File: src/rtl/demux_pkg.sv
// Shared constants and types for the registered 1-to-4 demultiplexer.
package demux_pkg;
    localparam int NUM_OUT = 4;
    localparam int SEL_W   = 2;
    localparam int CW_DEF  = 8;

    typedef logic [SEL_W-1:0] sel_t;
endpackage

File: src/rtl/demux_slot.sv
// One single-entry output slot: data register, valid flop and a
// delivered-word counter driven by the slot's own valid/ready handshake.
module demux_slot #(
    parameter int W  = 4,
    parameter int CW = 8
) (
    input  logic          clk,
    input  logic          rst_n,
    input  logic          load,
    input  logic [W-1:0]  d,
    input  logic          ready,
    output logic [W-1:0]  o,
    output logic          valid,
    output logic [CW-1:0] cnt
);
    logic [W-1:0]  data_q;
    logic          valid_q;
    logic [CW-1:0] cnt_q;
    logic          take;

    // ready while empty is ignored
    assign take = valid_q & ready;

    // Load wins over take, so a same-cycle take+load keeps the slot full
    // with the new word; the counter tracks takes independently.
    always_ff @(posedge clk or negedge rst_n) begin
        if (!rst_n) begin
            data_q  <= '0;
            valid_q <= 1'b0;
            cnt_q   <= '0;
        end else begin
            if (load) begin
                data_q  <= d;
                valid_q <= 1'b1;
            end else if (take) begin
                valid_q <= 1'b0;
            end
            if (take) cnt_q <= cnt_q + CW'(1);
        end
    end

    assign o     = data_q;
    assign valid = valid_q;
    assign cnt   = cnt_q;
endmodule

File: src/rtl/demux_4s_buf.sv
// Registered 1-to-4 demux: steers one valid/ready input word per cycle
// into one of four single-entry slots, each with its own valid/ready port.
module demux_4s_buf
    import demux_pkg::*;
#(
    parameter int w  = 4,
    parameter int CW = CW_DEF
) (
    input  logic               clk,
    input  logic               rst_n,
    input  logic [w-1:0]       d,
    input  sel_t               sel,
    input  logic               in_valid,
    output logic               in_ready,
    output logic [w-1:0]       o0,
    output logic [w-1:0]       o1,
    output logic [w-1:0]       o2,
    output logic [w-1:0]       o3,
    output logic [NUM_OUT-1:0] o_valid,
    input  logic [NUM_OUT-1:0] o_ready,
    output logic [CW-1:0]      cnt0,
    output logic [CW-1:0]      cnt1,
    output logic [CW-1:0]      cnt2,
    output logic [CW-1:0]      cnt3
);
    logic [NUM_OUT-1:0][w-1:0]  slot_o;
    logic [NUM_OUT-1:0][CW-1:0] slot_cnt;
    logic [NUM_OUT-1:0]         load;
    logic                       acc;

    // Only the selected slot gates acceptance; a slot being drained this
    // cycle can take a new word in the same cycle.
    assign in_ready = ~o_valid[sel] | o_ready[sel];
    assign acc      = in_valid & in_ready;

    for (genvar k = 0; k < NUM_OUT; k++) begin : g_slot
        assign load[k] = acc & (sel == sel_t'(k));

        demux_slot #(.W(w), .CW(CW)) u_slot (
            .clk   (clk),
            .rst_n (rst_n),
            .load  (load[k]),
            .d     (d),
            .ready (o_ready[k]),
            .o     (slot_o[k]),
            .valid (o_valid[k]),
            .cnt   (slot_cnt[k])
        );
    end

    assign o0   = slot_o[0];
    assign o1   = slot_o[1];
    assign o2   = slot_o[2];
    assign o3   = slot_o[3];
    assign cnt0 = slot_cnt[0];
    assign cnt1 = slot_cnt[1];
    assign cnt2 = slot_cnt[2];
    assign cnt3 = slot_cnt[3];
endmodule

File: config.mk
export PLATFORM = sky130hd
export DESIGN_NAME = demux_4s_buf
export DESIGN_NICKNAME = d
export VERILOG_FILES = /design/src/rtl/demux_pkg.sv /design/src/rtl/demux_slot.sv /design/src/rtl/demux_4s_buf.sv
export SDC_FILE = /design/constraint.sdc
export NUM_CORES = 1
export LEC_CHECK = 0
export ABC_AREA = 1
export BUFFER_PORTS_ARGS = -buffer_cell sky130_fd_sc_hd__clkbuf_2
export CORE_ASPECT_RATIO = 1.1
export CORE_MARGIN = 4
export CORE_UTILIZATION = 52
export CTS_CLUSTER_DIAMETER = 200
export CTS_CLUSTER_SIZE = 25
export DETAILED_ROUTE_END_ITERATION = 6
export PLACE_DENSITY = 0.88
export SYNTH_ARGS = -nofsm -noshare
export SYNTH_HDL_FRONTEND = slang
export SYNTH_SLANG_ARGS = --single-unit
export TNS_END_PERCENT = 5
File: constraint.sdc
create_clock -name clk -period 1.46 [get_ports clk]
set_clock_uncertainty 0.1 [all_clocks]
set_input_delay 0.073 -clock clk [delete_from_list [all_inputs] [get_ports clk]]
set_output_delay 0.073 -clock clk [all_outputs]
set_load 0.02 [all_outputs]
==> impl_summary.log <==
INFO  metric status = completed
INFO  metric grt_util_all_layers = 20.5%
INFO  metric starting_density_of_the_core = 55.3%
INFO  metric finalWirelength = 5530 µm
INFO  metric wire_length_of_the_first_global_routing_pass = just over 9000 µm
INFO  metric post-synth-top-area-cell = dfrtp_1
INFO  metric n_antenna_cell = 0
INFO  metric register_share_of_total_power = 44.0%
INFO  metric ys.flop_type = dfrtp_1
INFO  metric fmax = 686 MHz
INFO  metric report.final.setup_viol = 0
INFO  metric clkSinkCount = 52
INFO  metric synth.net_count = 279
INFO  metric finalSetupTns = 0 ps
INFO  metric num_io_pins = 66
INFO  metric critical_path.n_buffers_inverters = 2
INFO  metric post_synth_instance_area = roughly 0.0024 mm²
INFO  metric min_period_over_period = 99.9%
INFO  metric cellInternalPower = 2.97 mW
INFO  metric first_global_vias = 2,022
INFO  metric worst_path_dominant_cell_family = flip-flops
INFO  metric clock_latency = 300 ps
INFO  metric path_clk_slew = approximately 90 ps
INFO  metric p_clk_share = about a fifth
INFO  metric master_of_the_slowest_instance_on_the_critical_path = dfrtp_1
INFO  metric worst_ep_arrival_time = 1290 ps
INFO  metric tritoncts = built
INFO  metric netlist.area_leader.share = 53.4%
INFO  metric avgRoutedWirePerCell = 13.6 µm
INFO  metric maxCapViolCount = 0
INFO  metric combPwrFrac = 36.1%
INFO  metric antenna_found_initial = 0
INFO  metric worst_hold_class = in -> reg
INFO  metric dp_hpwl = 3740 µm
INFO  metric detail_route.iter0.violations = 84
INFO  metric finalHoldViolations = 0
INFO  metric route.detailed.drc = 0
INFO  metric dieArea = ~0.0059 mm²
INFO  metric port-buffer-count = 65
INFO  metric setup.worst_path.start = g_slot[0].u_slot.valid
INFO  metric yosysWarnings = 0
INFO  metric avgViaCountPerCell = 5.06
INFO  metric critical_path.reg2reg.startpoint = g_slot[0].u_slot.valid
INFO  metric synthesis.area_per_instance = 9.31 µm²
INFO  metric worstHoldStart = o_ready[2]
INFO  metric synth.area.top_cells = dfrtp_1 (53%), nand2_1 (13%), xor2_1 (5.7%)
INFO  metric placer_congestion = 0.760
INFO  metric power.switching = 1.90 mW
INFO  metric cpMostUsedCell = nand2_1
INFO  metric globalRouteOverflowTotal = 0
INFO  metric htreeDepth = 2
INFO  metric critical_path.max_fanout = 4
INFO  metric post_route_cells_drive_above_1_share = 32.0%
INFO  metric period_needed = 1460 ps
INFO  metric register_area_share_after_synthesis = 53.4%
INFO  metric share_of_async_settable_or_async_resettable_flops_after_synthesis = between 90% and 100%
INFO  metric synth_cell_type_count = 24
INFO  metric cts-root-buf = clkbuf_8
INFO  metric cts-buffers-inserted = 5
INFO  metric maximum_number_of_pins_on_one_net_before_global_route_repair = 53
INFO  metric critPathMaxStageDelay = 390 ps
INFO  metric dominant_cell_by_count_in_the_synthesized_netlist = nand2_1
INFO  metric slew_at_the_pin_with_the_worst_max_slew_slack = 408 ps
INFO  metric detail_route.first_pass.iterations = 4
INFO  metric rows = 25
INFO  metric critical_path_required = 1290 ps
INFO  metric timing.slew.headroom = about 73%
INFO  metric startpoint_type = flip-flop
INFO  metric synth_enable_flop_cells = 0
INFO  metric maximum_clock_path_buffer_count = 2
INFO  metric synthesis.instances = about 260
INFO  metric rsz0062_at_grt = yes
INFO  metric ys_seq_elements = 52
INFO  metric stdcell_area = 0.00321 mm²
INFO  metric setup.worst_path.end_class = output pin
INFO  metric crit_path_cell_trace = nand2_1, nand2_1, nand2_1, nand2_2, nand2_4, buf_12, buf_8
INFO  metric pwr_density_cell = between 1500 and 2000 mW/mm²
INFO  metric placed_area = 0.00284 mm²
INFO  metric area_growth = 31.6%
INFO  metric num_vias = 2,061
INFO  metric final_nets = between 300 and 400
INFO  metric chipWidth = 73.3 µm
INFO  metric max_slew_vio_count = 0
INFO  metric vdd_drop_max = 0.773 mV
INFO  metric die_h = 79.8 µm
INFO  metric timing_worst_setup_path_type = reg -> out
INFO  metric route.antenna.remaining_nets = 0
INFO  metric placeableCoreArea = 0.00441 mm²
INFO  metric cellLeakagePower = 1.78 nW
INFO  metric switching_share = 39.0%
INFO  metric netlist_top_cells_count = nand2_1 (83), dfrtp_1 (52), inv_1 (22), nand4_1 (18), xor2_1 (16)
-- path summary, 6_finish.rpt --
| path | endpoint | slack [ps] | cells past startpoint |
|---|---|---|---|
| max | in_ready | 2 | 7 |
| min | g_slot[2].u_slot.cnt[0] | 30 | 3 |
| max reg2reg | g_slot[3].u_slot.o[0] | 20 | 10 |
| min reg2reg | g_slot[1].u_slot.o[3] | 380 | 2 |
| max in group asynchronous | g_slot[1].u_slot.o[0] | 840 | 3 |
| min in group asynchronous | g_slot[3].u_slot.cnt[7] | 180 | 3 |
-- metrics by stage --
stage	instances	util [%]	power (mW)	hold WS, ps	worst slack (ps)
global placement	379	64.3	3.67	-12.6	113
global route	407	72.8	5.19	49.6	-81.2
detailed placement	379	64.3	3.73	-10.2	46.2
floorplan	262	-	3.14	-323	67.2
finish	407	72.8	4.87	32.8	1.61
CTS	401	70.9	4.78	9.69	-24.5
-- cell families after synthesis --
kind of cell / count (synthesis) / share of synthesized area (%)
and+or+nand+nor: 140 / 27.3
DFF: 52 / 53.4
buffers and inverters: 35 / 6.98
AOI/OAI and AO/OA: 7 / 1.54
xor gates and xnor gates: 23 / 8.26
adders and majority gates: 4 / 2.05
muxes: 1 / 0.462
-- final cells by class --
cell class,count,area (µm²)
Clock inverter,2,35.0
Clock buffer,6,72.6
Timing Repair Buffer,92,623
Fill cell,305,1200
Inverter,26,97.6
Sequential cell,52,1300
Multi-Input combinational cell,175,1010
Tap cell,54,67.6
-- power by group through the flow --
stage,Clock [mW],Sequential (mW),Combinational [mW]
5_1_grt,1.05,2.20,1.94
2_1_floorplan,0,2.55,0.586
3_3_place_gp,0,2.15,1.52
4_1_cts,0.992,2.14,1.65
3_5_place_dp,0,2.16,1.57
6_report,0.969,2.14,1.75
-- cell usage in the layout, fill, tap and decap left out, types with 2 or more instances in the layout --
master | netlist | routed
nor2_1 | 14 | 12
nand3_2 | 0 | 2
o21ai_0 | 3 | 2
nand4_1 | 18 | 18
buf_4 | 5 | 12
clkbuf_8 | 0 | 5
clkbuf_2 | 0 | 64
ha_1 | 4 | 4
nand2_2 | 4 | 6
nand2_1 | 83 | 80
inv_2 | 4 | 4
nor3_4 | 0 | 2
nand3_4 | 3 | 3
nor2_2 | 1 | 3
o21ai_1 | 3 | 4
xnor2_1 | 7 | 7
buf_12 | 0 | 2
inv_1 | 22 | 22
nand3_1 | 11 | 9
buf_8 | 0 | 2
xor2_1 | 16 | 16
dlygate4sd3_1 | 0 | 11
dfrtp_1 | 52 | 52
nor3_2 | 3 | 2
-- routing by layer --
layer | share of wire [%] | wire length (µm) | track usage [%]
met5 | 0 | 0 | 0
met4 | 1.7 | 94 | 7.61
met3 | 4.7 | 262 | 3.65
met2 | 52 | 2900 | 35.2
met1 | 41 | 2270 | 25.3
-- registers in the layout, indices dropped and copies added (netlist names) --
signal and flops:
g_slot.u_slot.cnt 32, g_slot.u_slot.o 16, g_slot.u_slot.valid 4
-- timing repair --
action / in CTS / in global routing
gates resized for setup: 6 / 11
cloned: 1 / 0
pin swaps: 0 / 12
endpoints found under the setup margin: 1 / 22
hold buffers: 10 / 1
hold endpoints to repair: 73 / 1
setup buffers: 3 / 5
-- worst reg2reg max path, delay by kind of cell, from the launching register on --
kind | cells | cell delay [ps]
buffers and inverters | 2 | 240
DFF | 1 | 410
and+or+nand+nor | 8 | 580
Power figures use the tool's default switching activity.
